===== src/rtl/fetch_stage.sv =====
// Instruction fetch stage: owns the PC, issues single-outstanding reads to instruction
// memory and drives the IF/ID register with stall, redirect and halt handling.
//
// state  | meaning
// REQ    | issue a read for pc on the next edge
// WAIT   | read outstanding, accept response into IF/ID (or HOLD when stalled)
// HOLD   | response buffered while decode is stalled
// SQUASH | redirected with a read outstanding, drop its response
// HALT   | fetching stopped until reset
module fetch_stage #(
    parameter logic [15:0] RESET_PC  = 16'h0000,
    parameter logic [15:0] NOP_INSTR = 16'h0000
) (
    input  logic        i_clk,
    input  logic        i_rst,
    input  logic        i_stall,
    input  logic        i_brTaken,
    input  logic [15:0] i_brTarget,
    input  logic        i_hltSeen,
    output logic [15:0] o_imemAddr,
    output logic        o_imemRdEn,
    input  logic [15:0] i_imemData,
    input  logic        i_imemValid,
    output logic [15:0] o_instr,
    output logic [15:0] o_pcPlus1,
    output logic        o_valid
);

    typedef enum logic [2:0] {
        REQ    = 3'd0,
        WAIT   = 3'd1,
        HOLD   = 3'd2,
        SQUASH = 3'd3,
        HALT   = 3'd4
    } fetchState_t;

    fetchState_t state, stateNxt;
    logic [15:0] pc, pcNxt;
    logic [15:0] addrNxt;
    logic        rdEnNxt;
    logic [15:0] instrNxt;
    logic [15:0] pcPlus1Nxt;
    logic        validNxt;
    logic [15:0] holdBuf, holdBufNxt;
    logic [15:0] pcInc;

    assign pcInc = pc + 16'd1;

    always_ff @(posedge i_clk) begin
        if (i_rst) begin
            state      <= REQ;
            pc         <= RESET_PC;
            o_imemAddr <= RESET_PC;
            o_imemRdEn <= 1'b0;
            o_instr    <= NOP_INSTR;
            o_pcPlus1  <= 16'h0000;
            o_valid    <= 1'b0;
            holdBuf    <= 16'h0000;
        end else begin
            state      <= stateNxt;
            pc         <= pcNxt;
            o_imemAddr <= addrNxt;
            o_imemRdEn <= rdEnNxt;
            o_instr    <= instrNxt;
            o_pcPlus1  <= pcPlus1Nxt;
            o_valid    <= validNxt;
            holdBuf    <= holdBufNxt;
        end
    end

    always_comb begin
        stateNxt   = state;
        pcNxt      = pc;
        addrNxt    = o_imemAddr;
        rdEnNxt    = 1'b0;
        instrNxt   = o_instr;
        pcPlus1Nxt = o_pcPlus1;
        validNxt   = o_valid;
        holdBufNxt = holdBuf;

        // No new word this cycle: bubble unless decode is holding IF/ID.
        if (!i_stall) begin
            validNxt = 1'b0;
            instrNxt = NOP_INSTR;
        end

        if (state != HALT && i_brTaken) begin
            validNxt = 1'b0;
            instrNxt = NOP_INSTR;
            pcNxt    = i_brTarget;
            if ((state == WAIT || state == SQUASH) && !i_imemValid)
                stateNxt = SQUASH;
            else
                stateNxt = REQ;
        end else if (state != HALT && i_hltSeen) begin
            stateNxt = HALT;
        end else begin
            case (state)
                REQ: begin
                    rdEnNxt  = 1'b1;
                    addrNxt  = pc;
                    stateNxt = WAIT;
                end
                WAIT: begin
                    if (i_imemValid && i_stall) begin
                        holdBufNxt = i_imemData;
                        stateNxt   = HOLD;
                    end else if (i_imemValid) begin
                        // Deliver and launch the next read on the same edge to keep
                        // one instruction per (latency + 1) cycles.
                        instrNxt   = i_imemData;
                        pcPlus1Nxt = pcInc;
                        validNxt   = 1'b1;
                        pcNxt      = pcInc;
                        rdEnNxt    = 1'b1;
                        addrNxt    = pcInc;
                        stateNxt   = WAIT;
                    end
                end
                HOLD: begin
                    if (!i_stall) begin
                        instrNxt   = holdBuf;
                        pcPlus1Nxt = pcInc;
                        validNxt   = 1'b1;
                        pcNxt      = pcInc;
                        rdEnNxt    = 1'b1;
                        addrNxt    = pcInc;
                        stateNxt   = WAIT;
                    end
                end
                SQUASH: begin
                    if (i_imemValid)
                        stateNxt = REQ;
                end
                HALT: begin
                    stateNxt = HALT;
                end
                default: begin
                    stateNxt = REQ;
                end
            endcase
        end
    end

endmodule


===== config.mk =====
export PLATFORM = sky130hd
export DESIGN_NAME = fetch_stage
export DESIGN_NICKNAME = d
export VERILOG_FILES = /design/src/rtl/fetch_stage.sv
export SDC_FILE = /design/constraint.sdc
export NUM_CORES = 1
export LEC_CHECK = 0
export CAP_MARGIN = 20
export CORE_MARGIN = 1.5
export CORE_UTILIZATION = 46
export DETAILED_ROUTE_END_ITERATION = 6
export PLACE_DENSITY = 0.82
export SLEW_MARGIN = 15
export SYNTH_ARGS = -nofsm -noshare
export SYNTH_HDL_FRONTEND = slang
export SYNTH_SLANG_ARGS = --single-unit

===== constraint.sdc =====
create_clock -name i_clk -period 1.95 [get_ports i_clk]
set_input_delay 0.39 -clock i_clk [delete_from_list [all_inputs] [get_ports i_clk]]
set_output_delay 0.39 -clock i_clk [all_outputs]
set_load 0.02 [all_outputs]

==> flow_metrics.tcl, run 1 <==
set metrics [dict create \
    status "complete, no violations" \
    rows 34 \
    rsz0062_at_grt "true" \
    detail_route.first_pass.iterations 6 \
    max-slew-margin-rel_pct 55.03 \
    cts.sinks 85 \
    io_pins 88 \
    worstHoldPathCells 2 \
    die_y_um 96.81 \
    synth_edf_count 0 \
    seqCellArea_mm2 0.001708 \
    worst_ep_arrival_time_ns 2.20 \
    ant_nets 0 \
    hold_viol_final 0 \
    final_layout_size_suffix_gt1_share_pct 19.62 \
    start_util_pct 46.87 \
    grt_max_degree 31 \
    root_buffer "clkbuf_8" \
    worst-setup-path-type "register to register" \
    post-route-drc-count 0 \
    synth_top_area_share_pct 42.04 \
    nNetsFinal 615 \
    multiInputGateArea_mm2 0.002186 \
    post_synth_main_area_contributors "dfxtp_1 42%, nor2_1 6.3%, a211oi_1 5.6%, mux2i_1 4.7%, xnor2_1 4.1%" \
    grt_overflow 0 \
    vias 4168 \
    viasPerCell 6.049 \
    cts_buffers 9 \
    synth_fp_nets 497 \
    core_mm2 0.008636 \
    fp.dieW_um 96.81 \
    cts_tree "built" \
    htreeDepth 3 \
    diodes 0 \
    grt_first_pass_wirelength_mm 19.24 \
    syn_area_mm2 0.004048 \
    drt-total-wl_mm 11.91 \
    final.min_clock_period_ns 1.927 \
    synth_seq_cells 85 \
    syn2layout_area_growth_pct 39.51 \
    dieArea_mm2 0.009371 \
    dp_hpwl_mm 8.397 \
    clock-skew-final_ns 0.01180 \
    tightest_slew_ns 0.6738 \
    antenna_found_initial 0 \
    clock_latency_ns 0.37 \
    grt_util_all_layers_pct 24.97 \
    cts_max_path_buffers 2 \
    hp-class "input pin to register" \
    wl_per_cell_um 17.29 \
    ir_worst_vdd_mv 0.3665 \
    grt_pass1_vias 3928 \
    yosys-top-cells-count "85 x dfxtp_1, 68 x nor2_1, 30 x a211oi_1, 29 x clkbuf_1, 21 x a21oi_1" \
    numPortBuffers 87 \
    dpl_cell_area_mm2 0.005349 \
    ys_seq_area_share_pct 42.04 \
    power.density_mw_per_mm2 655.4 \
    timing.fmax_ghz 0.5188 \
    async_flop_share_pct 0 \
    syn_area_per_cell_um2 8.838 \
    gp_congestion 0.9685 \
    drt_iter0_drc 271 \
    p_leak_nw 2.014 \
    ys_types 47 \
    cp_max_fo 5 \
    worstPathRequired_ns 2.22 \
    cap_violations 0 \
    p_total_w 0.003701 \
    synth_warnings 0 \
    slew_viol_final 0 \
    reg2regPathDepth 5 \
    start_kind "register" \
    finalSetupViolCount 0 \
    synth_top_area_cell "dfxtp_1" \
    syn_inst 458 \
    yosys_most_used_dff "dfxtp_1" \
    fin_crit_sh_pct 98.84 \
    fillers 684 \
    cts.reportedPaths.clkPinSlew_ns 0.10 \
    crit_path_end_kind "register" \
    yosysMostFrequentCell "dfxtp_1" \
    final_area_mm2 0.005647 \
]
## layout by cell type (no fill, tap or decap), types with 5 or more instances in the layout
cell type / instances
buf_4: 67
nand2_1: 8
clkdlybuf4s50_1: 86
a21oi_1: 20
or3_1: 12
dfxtp_2: 5
dfxtp_1: 80
nor3_1: 6
a211oi_1: 29
nor4_1: 6
nand3_1: 9
a32oi_1: 16
clkbuf_8: 9
a311oi_1: 15
nor2_1: 67
o21ai_0: 16
xnor2_1: 19
a2bb2oi_1: 16
mux2i_1: 19
nand4_1: 5
xor2_1: 8
## layer usage
metal / global-route usage (%) / part of all wire, % / wire, um / up-vias
met4: 12.15 / 3.1 / 364 / 0
met5: 0 / 0 / 0 / -
met3: 4.263 / 5.5 / 657 / 39
li1: - / - / - / 1940
met1: 32.39 / 43 / 5100 / 2012
met2: 40.24 / 49 / 5791 / 177
## kinds of logic (layout without fill, tap and decap cells)
kind of cell / count (synthesis) / after routing / synth area share (%)
muxes: 19 / 19 / 4.699
adders and majority gates: 1 / 1 / 0.3091
and+or+nand+nor: 143 / 143 / 17.81
buffers and inverters: 54 / 177 / 5.997
AOI/OAI and AO/OA: 129 / 129 / 23.31
DFF: 85 / 85 / 42.04
xor gates and xnor gates: 27 / 27 / 5.842
## worst max-delay path, cell delays in order, from the launching register on
cell and delay (ns):
dfxtp_2 0.34, nand4_1 0.15, or4_4 0.59, buf_4 0.18, or3_1 0.33, a311oi_1 0.24
## where the power goes
part | leakage (nW) | switching (W) | internal [W]
combinational | 1.23 | 0.000354 | 0.000319
clock | 0.0917 | 0.000700 | 0.000480
sequential | 0.694 | 0.0000466 | 0.00180
## cell type report
class / count / share of cell area [%]
multi-input cells: 319 / 38.71
flip-flops and latches: 85 / 30.25
repair buffers: 157 / 25.15
well taps: 108 / 2.393
clock buffers: 9 / 2.194
clock inverters: 7 / 1.041
inverters: 4 / 0.2659
## path summary, 6_finish.rpt
check,startpoint,to,slack [ns]
hold / removal,i_rst,holdBuf[5]$_SDFFE_PP0P_,0.35
setup reg to reg,pc[10]$_SDFFE_PP0P_,pc[13]$_SDFFE_PP0P_,0.02
hold reg to reg,o_instr[15]$_SDFF_PP0_,o_instr[15]$_SDFF_PP0_,0.50
setup / recovery,pc[10]$_SDFFE_PP0P_,pc[13]$_SDFFE_PP0P_,0.02
## stage by stage
| stage | hold slack [ns] | utilization, % | TNS [ns] | setup slack, ns | std cells |
|---|---|---|---|---|---|
| floorplan | 0.4641 | - | 0 | 0.02702 | 458 |
| global placement | 0.4785 | 61.94 | -16.99 | -0.3332 | 668 |
| detailed placement | 0.4855 | 61.94 | -21.20 | -0.4461 | 668 |
| CTS | 0.3381 | 64.34 | -0.003119 | -0.003119 | 686 |
| global route | 0.3615 | 65.39 | -0.08002 | -0.03129 | 689 |
| finish | 0.3492 | 65.39 | 0 | 0.02259 | 689 |
## sequential cells by signal, summed over array words and instances, names as in the netlist
name / count
holdBuf: 16
o_imemAddr: 16
o_instr: 16
o_pcPlus1: 16
pc: 16
state: 3
o_imemRdEn: 1
o_valid: 1
## what timing repair did
action | 4_1_cts | 5_1_grt
hold buffers | 0 | 0
resized for setup | 3 | 17
pin swaps | 4 | 6
hold endpoints to repair | 0 | 0
buffers inserted | 2 | 3
endpoints found under the setup margin | 18 | 22
Power figures use the tool's default switching activity.
==> run 2: changes to the inputs <==
--- a/config.mk
+++ b/config.mk
@@ -6,9 +6,11 @@
 export NUM_CORES = 1
 export LEC_CHECK = 0
 export CAP_MARGIN = 20
+export CORE_ASPECT_RATIO = 1.2
 export CORE_MARGIN = 1.5
 export CORE_UTILIZATION = 46
 export DETAILED_ROUTE_END_ITERATION = 6
+export HOLD_SLACK_MARGIN = 0.08
 export PLACE_DENSITY = 0.82
 export SLEW_MARGIN = 15
 export SYNTH_ARGS = -nofsm -noshare
==> run 2 against run 1 <==
The flow now finishes with violations (setup timing). Power is 9.2% higher. Die area barely moved. Register-to-register slack worse by 0.05 ns. Sequential share of layout area shrank 0.12 points. Global-route usage down 0.54 points. First-iteration DRC count down 37%. Hold slack improved by 0.14 ns. Flip-flop and latch count is the same. Highest routed layer unchanged.
==> flow_metrics.tcl, run 2 (synthesized netlist as in run 1, its figures left out) <==
set metrics [dict create \
    hp-class "register to register" \
    fp.dieW_um 88.63 \
    hold_viol_final 0 \
    tightest_slew_ns 0.5280 \
    fin_crit_sh_pct 101.2 \
    cts_tree "built" \
    worst-setup-path-type "register to register" \
    crit_path_end_kind "register" \
    vias 3953 \
    status "complete, but fails checks" \
    clock-skew-final_ns 0.008564 \
    worst_ep_arrival_time_ns 2.22 \
    finalSetupViolCount 2 \
    root_buffer "clkbuf_8" \
    cts.sinks 85 \
    dp_hpwl_mm 7.886 \
    worstHoldPathCells 2 \
    start_kind "register" \
    crit_slowest_cell "or4_1" \
    wl_per_cell_um 16.50 \
    viasPerCell 5.754 \
    grt_util_all_layers_pct 24.43 \
    antenna_found_initial 0 \
    grt_first_pass_wirelength_mm 18.19 \
    cp_max_fo 16 \
    final_cell_mix "86 x clkdlybuf4s50_1, 80 x dfxtp_1, 68 x nor2_1, 51 x buf_4, 29 x a211oi_1" \
    nNetsFinal 604 \
    reg2regPathDepth 4 \
    htreeDepth 3 \
    grt_max_degree 31 \
    timing.fmax_ghz 0.5070 \
    final_layout_size_suffix_gt1_share_pct 17.02 \
    power.density_mw_per_mm2 713.1 \
    cts.reportedPaths.clkPinSlew_ns 0.09 \
    ant_nets 0 \
    syn2layout_area_growth_pct 40.06 \
    grt_pass1_vias 3866 \
    final_util_pct 66.19 \
    dieArea_mm2 0.009373 \
    max-slew-margin-rel_pct 64.80 \
    die_y_um 105.8 \
    final_area_mm2 0.005669 \
    cap_violations 0 \
    drt-total-wl_mm 11.34 \
    final_common_cell "clkdlybuf4s50_1" \
    worstPathRequired_ns 2.20 \
    post-route-drc-count 0 \
    core_mm2 0.008564 \
    ir_worst_vdd_mv 0.4170 \
    detail_route.first_pass.iterations 4 \
    worst_slack_ns -0.02243 \
    slew_viol_final 0 \
    drt_iter0_drc 172 \
    violations "setup timing" \
    numPortBuffers 87 \
    clock_latency_ns 0.36 \
    cts_buffers 9 \
    start_util_pct 47.26 \
    cp_cell_sequence "buf_4 > or2_2 > or4_1 > a311oi_1" \
    cts_max_path_buffers 2 \
    critPathMaxStageDelay_ns 0.57 \
    rsz0062_at_grt "true" \
    io_pins 88 \
    final.min_clock_period_ns 1.972 \
    gp_congestion 0.8443 \
    p_leak_nw 2.001 \
    diodes 0 \
    rows 37 \
    grt_overflow 0 \
    cts.hold.buffers_added 0 \
    dpl_cell_area_mm2 0.005315 \
    p_total_w 0.004043 \
]
run 2: cell types whose count changed in the layout (fill, tap and decap cells not counted), moves of 2 or more:
cell       change
bufinv_16      +3
buf_4         -16
clkinv_4       -3
a311oi_2       -2
buf_12         +2
a311oi_1       +2
run 2: metrics by stage:
step	setup TNS [ns]	hold WS, ns	cells	setup WS (ns)
2_1_floorplan	0	0.4641	458	0.02702
3_3_place_gp	-12.14	0.4685	666	-0.3940
3_5_place_dp	-14.39	0.4807	666	-0.4091
4_1_cts	0	0.5001	682	0.01821
5_1_grt	-0.1646	0.5244	687	-0.07914
6_report	-0.02691	0.4922	687	-0.02243
run 2: critical path, delay by kind of cell (launching register included):
family / cells / cell delay [ns]
buffers and inverters: 1 / 0.17
and+or+nand+nor: 2 / 1.01
AOI/OAI and AO/OA: 1 / 0.33
DFF: 1 / 0.35
run 2: worst paths after layout:
kind | slack (ns) | startpoint | end
hold / removal | 0.49 | o_instr[0]$_SDFF_PP0_ | o_instr[0]$_SDFF_PP0_
hold reg to reg | 0.49 | o_instr[0]$_SDFF_PP0_ | o_instr[0]$_SDFF_PP0_
setup / recovery | -0.02 | state[2]$_SDFFE_PP0P_ | o_imemAddr[15]$_SDFFE_PP0P_
setup reg to reg | -0.02 | state[2]$_SDFFE_PP0P_ | o_imemAddr[15]$_SDFFE_PP0P_
run 2: layer usage:
layer	vias to the layer above	wire, um	GRT usage, %
met5	-	0	0
met4	0	250	11.38
met3	21	654	4.933
met2	149	5699	40.64
met1	1871	4734	29.66
li1	1912	-	-
run 2: repair_timing:
item / CTS / global route
resized for setup: 2 / 14
setup buffers: 0 / 3
pin swaps: 0 / 4
gates cloned: 0 / 2
setup endpoints to repair: 3 / 23
run 2: final cells by class:
cell class	instances	area, um2
fillers	695	2895
clock inverters	5	106.4
repair buffers	146	1391
clock buffers	11	141.4
multi-input cells	319	2161
flip-flops and latches	85	1708
inverters	4	15.01
well taps	117	146.4
run 2: where the power goes:
part	switching, W	internal [W]	total, W
clock	0.000642	0.000891	0.00153
sequential	0.0000475	0.00180	0.00185
combinational	0.000341	0.000320	0.000661
==> run 3: changes to the inputs <==
--- a/config.mk
+++ b/config.mk
@@ -9,6 +9,7 @@
 export CORE_ASPECT_RATIO = 1.2
 export CORE_MARGIN = 1.5
 export CORE_UTILIZATION = 46
+export CTS_CLUSTER_SIZE = 40
 export DETAILED_ROUTE_END_ITERATION = 6
 export HOLD_SLACK_MARGIN = 0.08
 export PLACE_DENSITY = 0.82
==> results of run 3 <==
No change in the layout: final DEF, timing and power equal those of run 2.
